===== src/rtl/seg7_bin2num_if.sv =====
// Producer-side bus of the binary-to-digit converter: start request, value,
// status flags and the six registered digit codes.
interface seg7_bin2num_if #(
  parameter int BIN_W = 20
) ();
  logic             load;
  logic [BIN_W-1:0] bin_in;
  logic             busy;
  logic             done;
  logic             ovf;
  logic [4:0]       num0;
  logic [4:0]       num1;
  logic [4:0]       num2;
  logic [4:0]       num3;
  logic [4:0]       num4;
  logic [4:0]       num5;

  modport master (
    output load, bin_in,
    input  busy, done, ovf, num0, num1, num2, num3, num4, num5
  );

  modport slave (
    input  load, bin_in,
    output busy, done, ovf, num0, num1, num2, num3, num4, num5
  );
endinterface


===== src/rtl/seg7_bin2num.sv =====
// Iterative double-dabble binary-to-BCD converter, one bit per clock, with
// leading-zero blanking and overflow glyphs for a six-digit 7-segment display.
module seg7_bin2num #(
  parameter int BIN_W    = 20,
  parameter bit BLANK_LZ = 1'b1
) (
  input  logic           sys_clk,
  input  logic           sys_rst,
  seg7_bin2num_if.slave  bus
);

  localparam int              CNT_W    = 5;
  localparam logic [CNT_W-1:0] CNT_INIT = CNT_W'(BIN_W - 1);
  localparam logic [4:0]       GLYPH_BLANK = 5'd16;
  localparam logic [4:0]       GLYPH_F     = 5'd15;

  typedef enum logic [1:0] {
    S_IDLE = 2'd0,
    S_CONV = 2'd1,
    S_DONE = 2'd2
  } state_e;

  state_e           state_q, state_d;
  logic [BIN_W-1:0] bin_q, bin_d;
  logic [23:0]      bcd_q, bcd_d;
  logic [CNT_W-1:0] cnt_q, cnt_d;
  logic             ovf_next_q, ovf_next_d;
  logic             busy_q, busy_d;
  logic             done_q, done_d;
  logic             ovf_q, ovf_d;
  logic [4:0]       num_q [6];
  logic [4:0]       num_d [6];
  logic [23:0]      bcd_adj;
  logic [3:0]       digit;
  logic             lz;

  function automatic logic [23:0] dabble_adj(input logic [23:0] b);
    logic [23:0] r;
    r = b;
    for (int i = 0; i < 6; i++) begin
      if (b[4*i +: 4] >= 4'd5) r[4*i +: 4] = b[4*i +: 4] + 4'd3;
    end
    return r;
  endfunction

  assign bcd_adj = dabble_adj(bcd_q);

  always_comb begin
    state_d    = state_q;
    bin_d      = bin_q;
    bcd_d      = bcd_q;
    cnt_d      = cnt_q;
    ovf_next_d = ovf_next_q;
    busy_d     = busy_q;
    done_d     = 1'b0;
    ovf_d      = ovf_q;
    digit      = 4'd0;
    lz         = 1'b1;
    for (int i = 0; i < 6; i++) num_d[i] = num_q[i];

    case (state_q)
      S_IDLE: begin
        if (bus.load) begin
          bin_d      = bus.bin_in;
          bcd_d      = '0;
          cnt_d      = CNT_INIT;
          ovf_next_d = (32'(bus.bin_in) > 32'd999999);
          busy_d     = 1'b1;
          state_d    = S_CONV;
        end
      end
      S_CONV: begin
        // Shifting out of the sixth nibble discards the excess; ovf covers it.
        bcd_d = (bcd_adj << 1) | {23'd0, bin_q[BIN_W-1]};
        bin_d = bin_q << 1;
        if (cnt_q == '0) state_d = S_DONE;
        else             cnt_d   = cnt_q - 1'b1;
      end
      S_DONE: begin
        state_d = S_IDLE;
        busy_d  = 1'b0;
        done_d  = 1'b1;
        ovf_d   = ovf_next_q;
        if (ovf_next_q) begin
          for (int i = 0; i < 6; i++) num_d[i] = GLYPH_F;
        end else begin
          // Walk from the top digit down; blanking stops at the first nonzero.
          for (int i = 5; i >= 0; i--) begin
            digit    = bcd_q[4*i +: 4];
            lz       = lz && (digit == 4'd0);
            num_d[i] = (BLANK_LZ && lz && (i != 0)) ? GLYPH_BLANK : {1'b0, digit};
          end
        end
      end
      default: state_d = S_IDLE;
    endcase
  end

  always_ff @(posedge sys_clk) begin
    if (sys_rst) begin
      state_q    <= S_IDLE;
      bin_q      <= '0;
      bcd_q      <= '0;
      cnt_q      <= '0;
      ovf_next_q <= 1'b0;
      busy_q     <= 1'b0;
      done_q     <= 1'b0;
      ovf_q      <= 1'b0;
      for (int i = 0; i < 6; i++) num_q[i] <= GLYPH_BLANK;
    end else begin
      state_q    <= state_d;
      bin_q      <= bin_d;
      bcd_q      <= bcd_d;
      cnt_q      <= cnt_d;
      ovf_next_q <= ovf_next_d;
      busy_q     <= busy_d;
      done_q     <= done_d;
      ovf_q      <= ovf_d;
      for (int i = 0; i < 6; i++) num_q[i] <= num_d[i];
    end
  end

  assign bus.busy = busy_q;
  assign bus.done = done_q;
  assign bus.ovf  = ovf_q;
  assign bus.num0 = num_q[0];
  assign bus.num1 = num_q[1];
  assign bus.num2 = num_q[2];
  assign bus.num3 = num_q[3];
  assign bus.num4 = num_q[4];
  assign bus.num5 = num_q[5];

endmodule


===== src/flat_wrapper.sv =====
// flat-port wrapper written by rule: the top's interface ports become plain ports
module seg7_bin2num_flat 
#(
  parameter int BIN_W    = 20,
  parameter bit BLANK_LZ = 1'b1
)
  (sys_clk, sys_rst, bus_load, bus_bin_in, bus_busy, bus_done, bus_ovf, bus_num0, bus_num1, bus_num2, bus_num3, bus_num4, bus_num5);
  seg7_bin2num_if #(.BIN_W(BIN_W)) bus_i ();
  input  logic sys_clk;
  input  logic sys_rst;
  input wire logic [$bits(bus_i.load)-1:0] bus_load;
  input wire logic [$bits(bus_i.bin_in)-1:0] bus_bin_in;
  output wire logic [$bits(bus_i.busy)-1:0] bus_busy;
  output wire logic [$bits(bus_i.done)-1:0] bus_done;
  output wire logic [$bits(bus_i.ovf)-1:0] bus_ovf;
  output wire logic [$bits(bus_i.num0)-1:0] bus_num0;
  output wire logic [$bits(bus_i.num1)-1:0] bus_num1;
  output wire logic [$bits(bus_i.num2)-1:0] bus_num2;
  output wire logic [$bits(bus_i.num3)-1:0] bus_num3;
  output wire logic [$bits(bus_i.num4)-1:0] bus_num4;
  output wire logic [$bits(bus_i.num5)-1:0] bus_num5;
  assign bus_i.load = bus_load;
  assign bus_i.bin_in = bus_bin_in;
  assign bus_busy = bus_i.busy;
  assign bus_done = bus_i.done;
  assign bus_ovf = bus_i.ovf;
  assign bus_num0 = bus_i.num0;
  assign bus_num1 = bus_i.num1;
  assign bus_num2 = bus_i.num2;
  assign bus_num3 = bus_i.num3;
  assign bus_num4 = bus_i.num4;
  assign bus_num5 = bus_i.num5;
  seg7_bin2num #(.BIN_W(BIN_W), .BLANK_LZ(BLANK_LZ)) u_core (.sys_clk(sys_clk), .sys_rst(sys_rst), .bus(bus_i));
endmodule

===== config.mk =====
export PLATFORM = sky130hd
export DESIGN_NAME = seg7_bin2num_flat
export DESIGN_NICKNAME = d
export VERILOG_FILES = /design/src/rtl/seg7_bin2num_if.sv /design/src/rtl/seg7_bin2num.sv /design/src/flat_wrapper.sv
export SDC_FILE = /design/constraint.sdc
export NUM_CORES = 1
export LEC_CHECK = 0
export BUFFER_PORTS_ARGS = -buffer_cell sky130_fd_sc_hd__buf_4
export CAP_MARGIN = 10
export CORE_UTILIZATION = 35
export DETAILED_ROUTE_END_ITERATION = 8
export PLACE_DENSITY = 0.57
export SKIP_LAST_GASP = 1
export SLEW_MARGIN = 25
export SYNTH_ARGS = -nofsm -noshare
export SYNTH_HDL_FRONTEND = slang
export SYNTH_SLANG_ARGS = --single-unit

===== constraint.sdc =====
create_clock -name sys_clk -period 2.2 [get_ports sys_clk]
set_input_delay 0.11 -clock sys_clk [delete_from_list [all_inputs] [get_ports sys_clk]]
set_output_delay 0.11 -clock sys_clk [all_outputs]
set_load 0.03 [all_outputs]

# Word-level counts from Yosys, hierarchy flattened
# Memories as Yosys holds them, arrays and structs flattened.
# Cells that the tools add are included.
# W data, S select, Z words.
# word_totals
n_memories	1
in_bits	23
mem_bits_rw	30
out_inout_bits	33
rom_bits	0
regBits	55
latchBits	0
wordCells	88
# memory_table
name	depth	width	read_ports	rd_clocked_by_memory_dff	wr	line	rtl
u_core.num_q	6	5	6	0	6	seg7_bin2num.sv:31	logic [4:0] num_q [6];
# classes
n_reduce_logical	18
multipliers	0
shift	0
n_addsub	7
n_bitwise	7
n_eq_ne	5
muxes	35
n_div	0
n_lt_le_gt_ge	7
# ops
operator	n
$mux W5	13
$pmux W24 S2	1
$pmux W20 S2	1
$mux W30	1
$mux W29	1
$ge A4 B3 Y1 const B	6
$mux W24	1
$or A24 B1 Y24	1
$add A4 B2 Y4 const B	5
$gt A20 B20 Y1 const B	1
$logic_not A4 Y1	5
$mux W20	1
$mux W4	5
$pmux W5 S2	1
$reduce_and A2 Y1	4
$or A1 B1 Y1	6
$logic_not A5 Y1	1
$mux W1	5
$sub A5 B1 Y5 const B	1
$logic_and A1 B1 Y1	4
$mux W2	2
$ne A2 B2 Y1 const B	2
$pmux W2 S2	1
$reduce_bool A2 Y1	2
other kinds (8)	8

# Depth between registers and ports, before layout
# depth
word_depth	9
mapped_depth	7
depth_no_buf	6

# Least setup slack after synthesis
# OpenSTA, ideal clock, no wires.
# synth_path
path_kind	reg-to-reg
from	reg u_core.bcd_q[20]
to	mem u_core.num_q[1][1], in the netlist u_core.num_q[0][6]
stages_incl_launch_ff	7
arrival_ns	1.654
synth_period_minus_slack_ns	1.786
path_buffers	0
setup_ns	0.132
slack_ns	0.414
t_required_ns	2.068
cell_sequence	dfxtp_1 > inv_1 > ha_1 > or3b_4 > nor4_4 > and4_4 > nor3_1
# synth_lines
item	line	rtl
from (decl)	seg7_bin2num.sv:25	logic [23:0] bcd_q, bcd_d;
from (signal assigned)	seg7_bin2num.sv:103	bcd_q <= '0;
from (signal assigned)	seg7_bin2num.sv:113	bcd_q <= bcd_d;
to (decl)	seg7_bin2num.sv:31	

==> flow_summary.ini <==
[final_layout]
layout_area_overhead_pct = 24.1
final_area_um2 = 4610
design.final.nets = 512
mostFrequentLayoutCell = dfxtp_1
fillCellCount = 1004
final_cell_mix = 85 x dfxtp_1, 70 x buf_4, 39 x nand2_1
num_antenna_cells = 0
layout-drive-gt1-share_pct = 20.4

[floorplanning]
die-width_um = 105
core_region_area_um2 = 10300
top_level_ports = 56
die_height_um = 105
initial_utilization_pct = 36.0
row_count = 37
die_area_um2 = 11000

[yosys]
synthFlopType = dfxtp_1
synth.cell_area_um2 = 3720
yosysSeqAreaShare_pct = 45.8
synth.ff_latch_count = 85
synth_area_leader_cell = dfxtp_1
synthDominantCellAreaShare_pct = 45.8
post_synth.cell_area_avg_um2 = 9.07
synth.top_cells.by_area = dfxtp_1 46%, ha_1 5.7%, o21ai_0 4.7%
yosysWarnings = 0
net_count_after_synthesis = 450
post_synth_edffs = 0
ys_types = 51
synth_cells = 410
asyncSetResetFlopFracSynth_pct = 0

[placed_design]
port_buffers = 55
routabilityCongestion = 0.761
dpl_cell_area_um2 = 4330
hpwlAfterDp_um = 6020

[detailed_routing]
firstDrtPassIters = 4
wire_per_inst_um = 14.2
routed-via-count = 3135
drt-initial-drc-count = 105
post_drt_via_cell_ratio = 5.12
postRouteWirelength_um = 8710
drt_drc_violations_left = 0
antenna_violating_nets_post_route = 0

[sta]
total_count_of_hold_check_failures_in_the_final_report = 0
timing.final.max_slew_violations = 0
final.setup.tns_ps = 0
timing.clock.skew_ps = 8.07
layout_min_cycle_time_ps = 1940
max_freq_mhz = 514
grt_setup_unrepaired = false
worst_slew_pin_slew_ps = 857
setup_violations = 0
min_period_over_period_pct = 88.4
slew_headroom_pct = 42.7

[worst_setup_path]
wp_data_arrival_ps = 2190
timing.critical_path.required_ps = 2440
worstSetupPathType = flip-flop to flip-flop
cp-start-kind = flip-flop
cp_cell_sequence = inv_1, ha_1, or3b_4, nor4_4, and4_4, nor3_1
critPathMaxStageDelay_ps = 430
critPathMaxFanout = 5
critical_path.slowest_cell = or3b_4
crit_path_end_kind = flip-flop

[global_routing]
grt_max_degree = 26
grt_util_all_layers_pct = 16.9
grt_pass1_vias = 3072
antenna_found_initial = 0
grt_remaining_overflow = 0
first_pass_grt_wire_length_um = 14800

[clocking]
cts_tree = yes
htreeDepth = 3
worstSkewPairLatency_ps = 360
cts_made_buffers = 9
cts-root-buf = clkbuf_8
cts_sinks = 85
clk_pin_slew_ps = 90
ctsLongestPathBuffers = 2
cts-resized-gates = 0

[min_path]
hp-class = input pin to flip-flop

[power_and_ir_drop]
p_leak_nw = 1.88
ir_worst_vdd_mv = 0.451
power-per-cell-area_nw_per_um2 = 736

[job]
cap_violations = 0

[run_status]
status = complete, no violations
synthesized netlist by cell type, types with 7 or more instances:
library cell and instances:
a21oi_1 25, a22o_1 8, buf_2 7, clkbuf_1 16, dfxtp_1 85, ha_1 17
inv_1 15, mux2i_1 14, nand2_1 39, nand2b_1 10, nor2_1 23, nor3_1 26
o21ai_0 35, o22ai_1 10
worst max-delay path: cells and delay by family (launching register included):
| family | cells | cell delay [ps] |
|---|---|---|
| and+or+nand+nor | 4 | 1170 |
| DFF | 1 | 340 |
| adders and majority gates | 1 | 210 |
| buffers and inverters | 1 | 120 |
flip-flops by register name, indices dropped and copies added (netlist names):
signal	count
u_core.state_q	2
u_core.ovf_next_q	1
u_core.cnt_q	5
u_core.bus.ovf	1
u_core.bus.busy	1
u_core.num_q	30
u_core.bin_q	20
u_core.bcd_q	24
u_core.bus.done	1
report_power, final:
part,internal [W],total (W),switching [W]
combinational,0.000183,0.000426,0.000242
clock,0.000750,0.00132,0.000573
sequential,0.00161,0.00165,0.0000406
total,0.00254,0.00340,0.000856
worst paths after layout:
check                                 startpoint                 end  slack (ps)  depth (start not counted)
worst max-delay path            u_core.bcd_q[20]  u_core.num_q[0][5]         260                          6
worst min-delay path               bus_bin_in[4]     u_core.bin_q[4]          30                          3
worst max register to register  u_core.bcd_q[20]  u_core.num_q[0][5]         260                          6
worst min register to register  u_core.bin_q[16]    u_core.bin_q[17]         450                          2
per-stage QoR:
step | worst slack, ps | power (W) | hold WS [ps] | util, % | cells
floorplan | 414 | 0.00195 | 236 | - | 410
global placement | 320 | 0.00210 | 327 | 41.9 | 592
detailed placement | 271 | 0.00211 | 334 | 41.9 | 592
CTS | 240 | 0.00345 | 11.7 | 44.7 | 612
global route | 164 | 0.00356 | 25.4 | 44.7 | 612
finish | 255 | 0.00340 | 26.1 | 44.7 | 612
layer usage:
| layer | share of wire (%) | vias to the layer above | global-route usage [%] |
|---|---|---|---|
| met5 | 0 | - | 0 |
| met4 | 1.2 | 0 | 5.43 |
| met3 | 3.9 | 8 | 3.68 |
| met2 | 47 | 66 | 28.9 |
| met1 | 48 | 1473 | 21.0 |
| li1 | - | 1588 | - |
area by class of cell:
| class | instances | area, µm² | area share, % |
|---|---|---|---|
| Timing Repair Buffer | 76 | 596 | 12.9 |
| Sequential cell | 85 | 1700 | 36.9 |
| Tap cell | 136 | 170 | 3.69 |
| Multi-Input combinational cell | 285 | 1860 | 40.2 |
| Inverter | 15 | 56.3 | 1.22 |
| Clock inverter | 6 | 111 | 2.41 |
| Clock buffer | 9 | 124 | 2.68 |
kinds of logic (layout without fill, tap and decap cells):
kind of cell / after synthesis / count (layout) / synth area share, %
AOI/OAI and AO/OA: 116 / 116 / 20.0
xor gates and xnor gates: 9 / 9 / 2.12
adders and majority gates: 17 / 17 / 5.72
buffers and inverters: 40 / 106 / 4.38
DFF: 85 / 85 / 45.8
muxes: 16 / 16 / 4.38
and+or+nand+nor: 127 / 127 / 17.7
repair_timing:
action | in CTS | in global routing
setup buffers | 0 | 0
hold buffers | 5 | 0
endpoints found under the hold margin | 5 | 0
(Power assumes the default switching activity.)
